File: config.mk
export PLATFORM = sky130hd
export DESIGN_NAME = skid_stage_reg
export DESIGN_NICKNAME = d
export VERILOG_FILES = /design/src/rtl/skid_pkg.sv /design/src/rtl/skid_stage_reg.sv
export SDC_FILE = /design/constraint.sdc
export NUM_CORES = 1
export LEC_CHECK = 0
export CAP_MARGIN = 20
export CORE_MARGIN = 3
export CORE_UTILIZATION = 49
export DETAILED_ROUTE_END_ITERATION = 10
export PLACE_DENSITY = 0.78
export REMOVE_ABC_BUFFERS = 1
export SLEW_MARGIN = 20
export SYNTH_ARGS = -nofsm -noshare
export SYNTH_HDL_FRONTEND = slang
export SYNTH_SLANG_ARGS = --single-unit
export TNS_END_PERCENT = 30
File: constraint.sdc
create_clock -name CLK -period 2.4 [get_ports CLK]
set_input_delay 0.24 -clock CLK [delete_from_list [all_inputs] [get_ports CLK]]
set_output_delay 0.24 -clock CLK [all_outputs]
set_load 0.01 [all_outputs]
File: src/rtl/skid_pkg.sv
// Shared definitions for the skid pipeline stage.
//
// Contents:
//   DEFAULT_WIDTH  - default data word width (16)
//   EMPTY/ONE/TWO  - state encodings; 2'b11 is illegal and recovers to EMPTY
//   skid_state_e   - typed state enum built on those encodings
//   occupancy_of() - maps a state to its held-word count (0..2)
package skid_pkg;

    localparam int unsigned DEFAULT_WIDTH = 16;

    localparam logic [1:0] EMPTY = 2'b00;
    localparam logic [1:0] ONE   = 2'b01;
    localparam logic [1:0] TWO   = 2'b10;

    typedef enum logic [1:0] {
        StEmpty = EMPTY,
        StOne   = ONE,
        StTwo   = TWO,
        StBad   = 2'b11
    } skid_state_e;

    // The illegal encoding reports zero words so it never advertises data.
    function automatic logic [1:0] occupancy_of(input skid_state_e st);
        logic [1:0] occ;
        occ = 2'd0;
        case (st)
            StOne:   occ = 2'd1;
            StTwo:   occ = 2'd2;
            default: occ = 2'd0;
        endcase
        return occ;
    endfunction

endpackage

File: src/rtl/skid_stage_reg.sv
// Valid/ready pipeline stage with a 2-entry skid buffer.
//
// Sits directly upstream of the datapath register and drives its data input.
// in_ready depends only on the registered state (and reset), so there is no
// combinational path from out_ready to in_ready. A single-cycle stall is
// absorbed by the skid entry while in_ready stays high in that cycle.
//
// Ports:
//   CLK        - clock, all state updates on the rising edge
//   RST        - asynchronous reset, active low
//   in_data    - producer data word
//   in_valid   - producer has a word on in_data
//   in_ready   - stage can accept a word this cycle
//   out_result - word presented downstream (main register)
//   out_valid  - out_result holds a valid word
//   out_ready  - consumer takes out_result this cycle
//   flush      - synchronous squash of all held words, highest priority
//   occupancy  - number of held words, 0..2
module skid_stage_reg
    import skid_pkg::*;
#(
    parameter int unsigned WIDTH = DEFAULT_WIDTH
) (
    input  logic             CLK,
    input  logic             RST,
    input  logic [WIDTH-1:0] in_data,
    input  logic             in_valid,
    output logic             in_ready,
    output logic [WIDTH-1:0] out_result,
    output logic             out_valid,
    input  logic             out_ready,
    input  logic             flush,
    output logic [1:0]       occupancy
);

    skid_state_e      state_q, state_d;
    logic [WIDTH-1:0] main_q, main_d;
    logic [WIDTH-1:0] skid_q, skid_d;

    logic acc;
    logic pop;

    // Outputs decode the registered state only.
    assign out_valid  = (state_q == StOne) || (state_q == StTwo);
    assign in_ready   = (state_q != StTwo) && (state_q != StBad) && RST;
    assign occupancy  = occupancy_of(state_q);
    assign out_result = main_q;

    assign acc = in_valid & in_ready;
    assign pop = out_valid & out_ready;

    always_comb begin
        state_d = state_q;
        main_d  = main_q;
        skid_d  = skid_q;

        if (flush) begin
            // Squash wins over any handshake in the same cycle.
            state_d = StEmpty;
            main_d  = '0;
            skid_d  = '0;
        end else begin
            case (state_q)
                StEmpty: begin
                    if (acc) begin
                        state_d = StOne;
                        main_d  = in_data;
                    end
                end
                StOne: begin
                    if (acc && pop) begin
                        main_d = in_data;
                    end else if (acc) begin
                        state_d = StTwo;
                        skid_d  = in_data;
                    end else if (pop) begin
                        // main keeps the popped word so bubbles hold the last value
                        state_d = StEmpty;
                    end
                end
                StTwo: begin
                    // in_ready is low here, so only a pop can happen.
                    if (pop) begin
                        state_d = StOne;
                        main_d  = skid_q;
                    end
                end
                default: begin
                    state_d = StEmpty;
                end
            endcase
        end
    end

    always_ff @(posedge CLK or negedge RST) begin
        if (!RST) begin
            state_q <= StEmpty;
            main_q  <= '0;
            skid_q  <= '0;
        end else begin
            state_q <= state_d;
            main_q  <= main_d;
            skid_q  <= skid_d;
        end
    end

endmodule

== After elaboration in Yosys (flattened, before gate mapping) ==
Index checks and enable logic that the tools add are counted.

* Flip-flop bits (word level): 34
* Bits of input ports: 21

* Eq/ne operators: 10
* Multiplexer cells: 16
* Bitwise operators: 2
* Reduce and logical (&&, ||, !) cells: 11

{| class="wikitable"
|+ Operator list
! operator !! count
|-
| $mux W16 || 7
|-
| $pmux W16 S3 || 1
|-
| $mux W2 || 6
|-
| $ne A3 B3 Y1 const B || 3
|-
| $reduce_and A4 Y1 || 2
|-
| $ne A2 B2 Y1 const B || 3
|-
| $pmux W2 S3 || 1
|-
| $ne A4 B4 Y1 const B || 1
|-
| $pmux W2 S2 || 1
|-
| $reduce_bool A2 Y1 || 2
|-
| $reduce_bool A4 Y1 || 1
|-
| $logic_and A1 B1 Y1 || 3
|-
| $ne A3 B2 Y1 const B || 1
|-
| $reduce_and A3 Y1 || 1
|-
| $and A1 B1 Y1 || 2
|-
| $eq A2 B1 Y1 const B || 1
|-
| $eq A2 B2 Y1 const B || 1
|-
| $logic_not A2 Y1 || 1
|-
| $logic_or A1 B1 Y1 || 1
|}

== Logic depth before layout (Yosys ltp) ==
Gate-level depths: netlist (run 1).

* Depth in word-level cells: 8
* Mapped depth: 9

== Least setup slack after synthesis (run 1) ==
No wires, ideal clock.

* Path type: register to register
* Start: register state_q[0]
* End: register main_q[10] (netlist: out_result[10])
* Setup time: 0.125 ns
* Data arrival time: 2.132 ns
* Path slack: 0.143 ns
* Stages on the path, launching flop included: 9
* Path through: dfrtp_1 > inv_1 > ha_1 > nand2_1 > nor3_1 > or4_1 > buf_2 > buf_6 > mux2_4

* Elaborated cells between the ends (all ways): 18

{| class="wikitable"
|+ RTL lines
! item !! RTL line !! text
|-
| start: declaration || skid_stage_reg.sv:36 || <nowiki>skid_state_e state_q, state_d;</nowiki>
|-
| start signal: assignment || skid_stage_reg.sv:97 || <nowiki>state_q <= StEmpty;</nowiki>
|-
| start signal: assignment || skid_stage_reg.sv:101 || <nowiki>state_q <= state_d;</nowiki>
|-
| $eq A2 B1 Y1 / $eq A2 B2 Y1 (equally long branches) || skid_stage_reg.sv:44 || <nowiki>assign out_valid = (state_q == StOne) || (state_q == StTwo);</nowiki>
|-
| $logic_or A1 B1 Y1 (*) || skid_stage_reg.sv:44 ||
|-
| net out_valid || skid_stage_reg.sv:30 || <nowiki>output logic out_valid,</nowiki>
|-
| $and A1 B1 Y1 (*) || skid_stage_reg.sv:50 || <nowiki>assign pop = out_valid & out_ready;</nowiki>
|-
| $logic_and A1 B1 Y1 || skid_stage_reg.sv:71 || <nowiki>if (acc && pop) begin</nowiki>
|-
| $ne A3 B2 Y1 (no line) || - ||
|-
| $reduce_and A4 Y1 (no line) (*) || - ||
|-
| end signal: assignment || skid_stage_reg.sv:102 || <nowiki>main_q <= main_d;</nowiki>
|-
| end: declaration || skid_stage_reg.sv:37 || <nowiki>logic [WIDTH-1:0] main_q, main_d;</nowiki>
|}

The timed path passes the listed nets; every way through them passes the cells marked *.
A chain may end at the register's enable or synchronous reset.

== Final worst setup path (run 1) ==
* Start: register state_q[1]
* End: register main_q[1] (netlist: out_result[1])

* Word-level cells in the longest chain between the ends: 7
* Elaborated cells between the ends (all ways): 18

{| class="wikitable"
|+ RTL lines
! item !! RTL line !! text
|-
| $ne A2 B2 Y1 || skid_stage_reg.sv:45 || <nowiki>assign in_ready = (state_q != StTwo) && (state_q != StBad) && RST;</nowiki>
|-
| $logic_and A1 B1 Y1 (2 in series) || skid_stage_reg.sv:45 ||
|-
| $and A1 B1 Y1 || skid_stage_reg.sv:49 || <nowiki>assign acc = in_valid & in_ready;</nowiki>
|-
| $logic_and A1 B1 Y1 || skid_stage_reg.sv:71 ||
|-
| $ne A3 B2 Y1 (no line) || - ||
|-
| $reduce_and A4 Y1 (no line) || - ||
|}

Parallel ways exist; a longest one is shown, timed or not.

==> results of run 1 <==
[cell type report]
| type | instances | area [sq um] | area share (%) |
|---|---|---|---|
| sequential | 34 | 851 | 35.3 |
| multi-input combinational | 122 | 866 | 36.0 |
| clock buffer | 5 | 37.5 | 1.56 |
| tap | 46 | 57.6 | 2.39 |
| inverter | 3 | 11.3 | 0.468 |
| clock inverter | 3 | 68.8 | 2.86 |
| timing repair buffer | 54 | 515 | 21.4 |
[sequential cells by signal, summed over array words and instances, names as in the netlist]
| signal | count |
|---|---|
| out_result | 16 |
| skid_q | 16 |
| state_q | 2 |
[path summary, 6_finish.rpt]
path                                      startpoint                         to  slack [ns]  depth (start not counted)
hold / removal                                   RST      skid_q[3]$_DFFE_PN0P_        0.29                          2
setup / recovery              state_q[1]$_DFFE_PN0P_  out_result[1]$_DFFE_PN0P_        0.14                          7
max in group asynchronous                        RST      skid_q[2]$_DFFE_PN0P_        1.49                          3
setup reg to reg              state_q[1]$_DFFE_PN0P_  out_result[1]$_DFFE_PN0P_        0.14                          7
hold reg to reg            out_result[4]$_DFFE_PN0P_  out_result[4]$_DFFE_PN0P_        0.50                          1
min in group CLK                         in_data[15]     skid_q[15]$_DFFE_PN0P_        0.46                          3
[placed cells by master (no fill, tap or decap), types with 2 or more instances in the layout]
cell type        netlist  final
mux2i_1               17     17
dfrtp_1               34     34
nand3_1                2      2
o21ai_1               15     15
nor4b_1                2      2
bufinv_16              0      2
mux2_4                10     10
nor2_1                21     21
ha_1                   5      4
buf_4                  0     12
clkdlybuf4s50_1        0     39
mux2_1                 6      6
nand2_1               31     31
inv_1                  2      2
clkbuf_4               0      5
[power by group]
group | total (mW) | internal [mW] | switching [mW]
combinational | 0.638 | 0.354 | 0.283
clock | 0.547 | 0.326 | 0.221
sequential | 0.719 | 0.663 | 0.0555
[cells by family (layout without fill, tap and decap cells)]
group / after synthesis / after routing
compound gates: 20 / 20
buf+inv: 14 / 65
simple gates: 63 / 63
flops: 34 / 34
mux: 33 / 33
fa+ha+maj: 6 / 6
[synthesized netlist by cell type]
| master | instances |
|---|---|
| nand4bb_2 | 1 |
| nor4bb_1 | 1 |
| nor4b_1 | 2 |
| o41ai_1 | 1 |
| ha_1 | 5 |
| a31oi_1 | 1 |
| inv_2 | 1 |
| inv_1 | 2 |
| mux2_1 | 6 |
| nor2_1 | 21 |
| nor3b_1 | 1 |
| o21ai_1 | 15 |
| a22oi_1 | 1 |
| mux2i_1 | 17 |
| maj3_1 | 1 |
| buf_2 | 3 |
| o311ai_1 | 1 |
| nor3_1 | 1 |
| or3_1 | 1 |
| dfrtp_1 | 34 |
| a22o_1 | 1 |
| nand3_1 | 2 |
| nand2_1 | 31 |
| mux2_4 | 10 |
| or4_1 | 1 |
| clkbuf_1 | 7 |
| and3_1 | 1 |
| buf_6 | 1 |
[layer usage]
| layer | share of wire, % | wire, microns | track usage [%] | vias up |
|---|---|---|---|---|
| met4 | 1.0 | 44 | 6.35 | 0 |
| met1 | 44 | 1870 | 27.2 | 715 |
| li1 | - | - | - | 677 |
| met3 | 3.0 | 125 | 4.93 | 4 |
| met5 | 0 | 0 | 0 | - |
| met2 | 52 | 2190 | 37.4 | 24 |
[repair_timing]
| action | 4_1_cts | 5_1_grt |
|---|---|---|
| endpoints found under the hold margin | 7 | 0 |
| hold buffers | 1 | 0 |
| setup endpoints to repair | 1 | 2 |
| buffers inserted | 1 | 0 |
| cloned | 0 | 0 |
| gates resized for setup | 0 | 1 |
==> impl_results.md, run 1 <==
* N_diodes at 0
* Area added between synthesis and finish at 35.9%
* Top cell type's share of synthesized area at 48.0%
* RSZ-0062 raised after global routing: no
* Final Power at 1.90 mW
* Post-synth cell types at 28
* Top Ports at 41
* Post-route non-filler standard cell count at 267
* Avg Cell Area, Syn at 10.4 sq um
* Clock Sinks at 34
* Max clock buf depth at 2
* First-pass GRT wire length at 7160 microns
* Xor and xnor fraction of the mapped netlist area at 0%
* Detailed Route Iter0 Violations at 34
* VDD IR max at 0.473 mV
* Clk_skew at 0.00852 ns
* Share of cells above drive strength 1 at 16.3%
* Minimum hold slack at 0.285 ns
* CTS buffer count at 5
* CP delay by family, top: simple AND/OR/NAND/NOR gates
* Adder-cell share of the synthesized area at 4.10%
* Crit-path slowest cell: or4_1
* Crit-path max cell delay at 0.53 ns
* Final min period at 2.26 ns
* Largest family of logic cells by synthesized area: multiplexers
* Area leader, netlist: dfrtp_1
* Residual DRC at 0
* Setup ws final at 0.142 ns
* Synthesized area at 0.00177 sq mm
* Slew headroom at 77.0%
* Hold Crit Class: input port to asynchronous set/reset pin
* Chip height at 66.1 microns
* Setup CP Type: flip-flop to flip-flop
* # rows at 21
* Post-DRT Antenna Nets at 0
* Final Setup Violations at 0
* Placed insts at 257
* Startpoint Class: flip-flop
* Run status: complete, no violations
* Critical path peak fanout at 10
* Core area at 0.00342 sq mm
* Nets at 246
* Fmax at 443 MHz
* Final setup TNS at 0 ns
* Antenna violations before repair at 0
* Vias per std cell at 5.32
* Starting density of the core at 51.9%
* Number of global-route vias before repair at 1,501
* Setup slack at placement at 0.0564 ns
* Final Hold Fails at 0
* Fillers at 272
* Yosys warns at 0
* Worst slew pin tran at 0.346 ns
* Post-Synthesis Cells at 170
* Vias at 1,420
* LEAKAGE at 1.07 nW
* Die area at 0.00437 sq mm
* Final instance area at 0.00241 sq mm
* Detailed Route WL at 4230 microns
* Crit path DAT at 2.48 ns
* Synth Register Bits at 34
* Mux cell area share after synthesis at 21.9%
* CP cell instances: inv_1, ha_1, nand2_1, nor3_1, or4_1, buf_4, mux2_1
* Final Max Slew Viols at 0
* Reg clk slew, reported paths at 0.12 ns
* Fin crit share at 94.1%
* Sequential element share of the synthesized area at 48.0%
* DP Wirelength at 2940 microns
* Number of port buffers at 40
* Mean routed wirelength per cell at 15.8 microns
* MaxCap Viol Count at 0
* CP Buf/Inv Count at 2
* CP Capture Type: flip-flop
* H-tree Lvls at 2
* Dpl cell area at 0.00228 sq mm
* Ranking of synthesized cells by area: dfrtp_1 48%, mux2i_1 9.6%, mux2_4 8.5%, nand2_1 6.6%, nor2_1 4.4%
* Tot GR Track Use at 21.8%
* CTS tree: built
* Die width at 66.1 microns
* Synth Area in Compound Gates at 6.50%
* Largest net degree at the start of global routing at 28
* Post-layout util at 70.5%
* Post-synthesis simple-gate area fraction at 15.9%
* Cell Pwr Density at 791 mW/mm^2
* Root buf cell: clkbuf_4
* Total grt overflow at 0
* Drt pass-1 iters at 4
* Worst EP required at 2.63 ns
* Clk_lat worst skew at 0.34 ns
* RePlAce Congestion at 0.869
(Power assumes the default switching activity.)
==> inputs of run 2 (changes only) <==
Settings changed: CORE_UTILIZATION 49 to 25, PLACE_DENSITY 0.78 to 0.46.
==> run 2 against run 1 <==
Count of clock-buffer cells in the layout rose by 3. Flip-flop and latch count did not move. Clock power fell by 9.3%. Register-to-register slack barely moved. Die area rose by 86%. Utilization fell by 34 points. Routed wire length fell by 0.92%.
==> impl_results.md, run 2 (synthesis gave the netlist of run 1 again) <==
* Clk_lat worst skew at 0.28 ns
* Most common cell after layout, fill and taps aside: clkdlybuf4s50_1
* MaxCap Viol Count at 0
* Crit path DAT at 2.41 ns
* Min-Delay Path Depth at 2
* DP Wirelength at 3000 microns
* Post-CTS Setup Bufs at 0
* Tot GR Track Use at 10.8%
* Detailed Route Iter0 Violations at 36
* Fillers at 713
* Hold Crit Class: flip-flop to flip-flop
* VDD IR max at 0.308 mV
* Core area at 0.00683 sq mm
* Die width at 90.2 microns
* Root buf cell: clkbuf_8
* CP Capture Type: flip-flop
* CTS buffer count at 5
* Antenna violations before repair at 0
* Starting density of the core at 25.9%
* CP cell instances: inv_1, ha_2, nand4bb_2, nor3_1, or4_1, buf_4, mux2_1
* Final Max Slew Viols at 0
* R2R cell count at 7
* N_diodes at 0
* CTS tree: built
* Min-Delay Endpoint: skid_q[9]$_DFFE_PN0P_
* Setup CP Type: flip-flop to flip-flop
* Minimum hold slack at 0.490 ns
* Reg clk slew, reported paths at 0.07 ns
* Fmax at 444 MHz
* CP delay by family, top: simple AND/OR/NAND/NOR gates
* First-pass GRT wire length at 7040 microns
* Largest net degree at the start of global routing at 23
* Final Setup Violations at 0
* Final Hold Fails at 0
* Total grt overflow at 0
* Top Ports at 41
* Share of cells above drive strength 1 at 16.4%
* Crit-path max cell delay at 0.49 ns
* Max clock buf depth at 2
* Worst slew pin tran at 0.317 ns
* Crit-path slowest cell: or4_1
* Number of global-route vias before repair at 1,356
* RR Startpoint: state_q[0]$_DFFE_PN0P_
* Die area at 0.00813 sq mm
* Final Power at 1.84 mW
* Final instance area at 0.00246 sq mm
* Critical path peak fanout at 16
* LEAKAGE at 1.07 nW
* Vias per std cell at 4.17
* Final min period at 2.25 ns
* Dpl cell area at 0.00234 sq mm
* Vias at 1,317
* Area added between synthesis and finish at 39.1%
* FF-to-FF setup slack at 0.15 ns
* H-tree Lvls at 2
* # rows at 30
* Run status: complete, no violations
* Min-delay src: skid_q[9]$_DFFE_PN0P_
* Clock Sinks at 34
* Startpoint Class: flip-flop
* Drt pass-1 iters at 4
* Slew headroom at 78.6%
* Worst EP required at 2.56 ns
* Setup ws final at 0.147 ns
* Detailed Route WL at 4190 microns
* Chip height at 90.2 microns
* Commonest non-fill, non-tap cells in the layout: 39 x clkdlybuf4s50_1, 34 x dfrtp_1, 30 x nand2_1
* Residual DRC at 0
* Clk_skew at 0.00705 ns
* CP Buf/Inv Count at 2
* Mean routed wirelength per cell at 13.2 microns
* Post-DRT Antenna Nets at 0
* RSZ-0062 raised after global routing: no
* Setup slack at placement at 0.0850 ns
* Final setup TNS at 0 ns
* Fin crit share at 93.9%
* Worst flop-to-flop path endpoint: out_result[14]$_DFFE_PN0P_
* Number of port buffers at 40
* Nets at 245
* Cell Pwr Density at 747 mW/mm^2
* RePlAce Congestion at 0.813
[run 2: cell types whose count changed in the layout (fill, tap and decap cells not counted)]
cell | previous run | this run
nand2_1 | 31 | 30
nand2_2 | 0 | 1
clkbuf_8 | 0 | 8
clkbuf_4 | 5 | 0
bufinv_16 | 2 | 0
clkinv_4 | 1 | 0
buf_12 | 1 | 0
a31oi_4 | 0 | 1
a31oi_2 | 1 | 0
[run 2: area by class of cell]
type / instances / area, sq um / share of cell area, %
multi-input combinational: 122 / 877 / 35.6
sequential: 34 / 851 / 34.5
timing repair buffer: 53 / 495 / 20.1
tap: 96 / 120 / 4.87
clock buffer: 8 / 110 / 4.47
inverter: 3 / 11.3 / 0.457
[run 2: routing by layer]
metal	wire length [microns]	GRT usage (%)	up-vias
met5	0	0	-
met4	17	2.68	0
met3	188	3.26	2
met2	1910	16.3	29
met1	2070	15.1	611
li1	-	-	675
[run 2: worst max-delay path by stage]
stage | start | endpoint | slack (ns) | depth (start not counted)
finish | state_q[0]$_DFFE_PN0P_ | out_result[14]$_DFFE_PN0P_ | 0.15 | 7
global route | state_q[1]$_DFFE_PN0P_ | out_result[4]$_DFFE_PN0P_ | 0.02 | 7
CTS | state_q[0]$_DFFE_PN0P_ | out_result[14]$_DFFE_PN0P_ | 0.08 | 7
detailed placement | state_q[0]$_DFFE_PN0P_ | out_result[1]$_DFFE_PN0P_ | 0.09 | 7
global placement | state_q[1]$_DFFE_PN0P_ | out_result[2]$_DFFE_PN0P_ | 0.11 | 7
floorplan | state_q[0]$_DFFE_PN0P_ | skid_q[0]$_DFFE_PN0P_ | -0.74 | 5
[run 2: where the power goes]
group	leakage, nW	switching (mW)	internal, mW	total, mW
combinational	0.568	0.278	0.342	0.620
sequential	0.443	0.0605	0.664	0.724
clock	0.0575	0.206	0.290	0.496
[run 2: what timing repair did]
item	in CTS	in global routing
endpoints found under the hold margin	34	0
hold buffers	1	0
endpoints found under the setup margin	0	17
gates resized for setup	0	2
[run 2: per-stage QoR]
step,std cells,utilization [%]
after floorplan,159,-
after global placement,307,34.2
after detailed placement,307,34.2
after CTS,316,36.0
after global routing,316,36.1
final,316,36.1
[run 2: worst register-to-register path, stage by stage, from the launching register on]
cell,delay (ns)
dfrtp_1,0.44
inv_1,0.11
ha_2,0.26
nand4bb_2,0.20
nor3_1,0.07
or4_1,0.49
buf_4,0.24
mux2_1,0.34
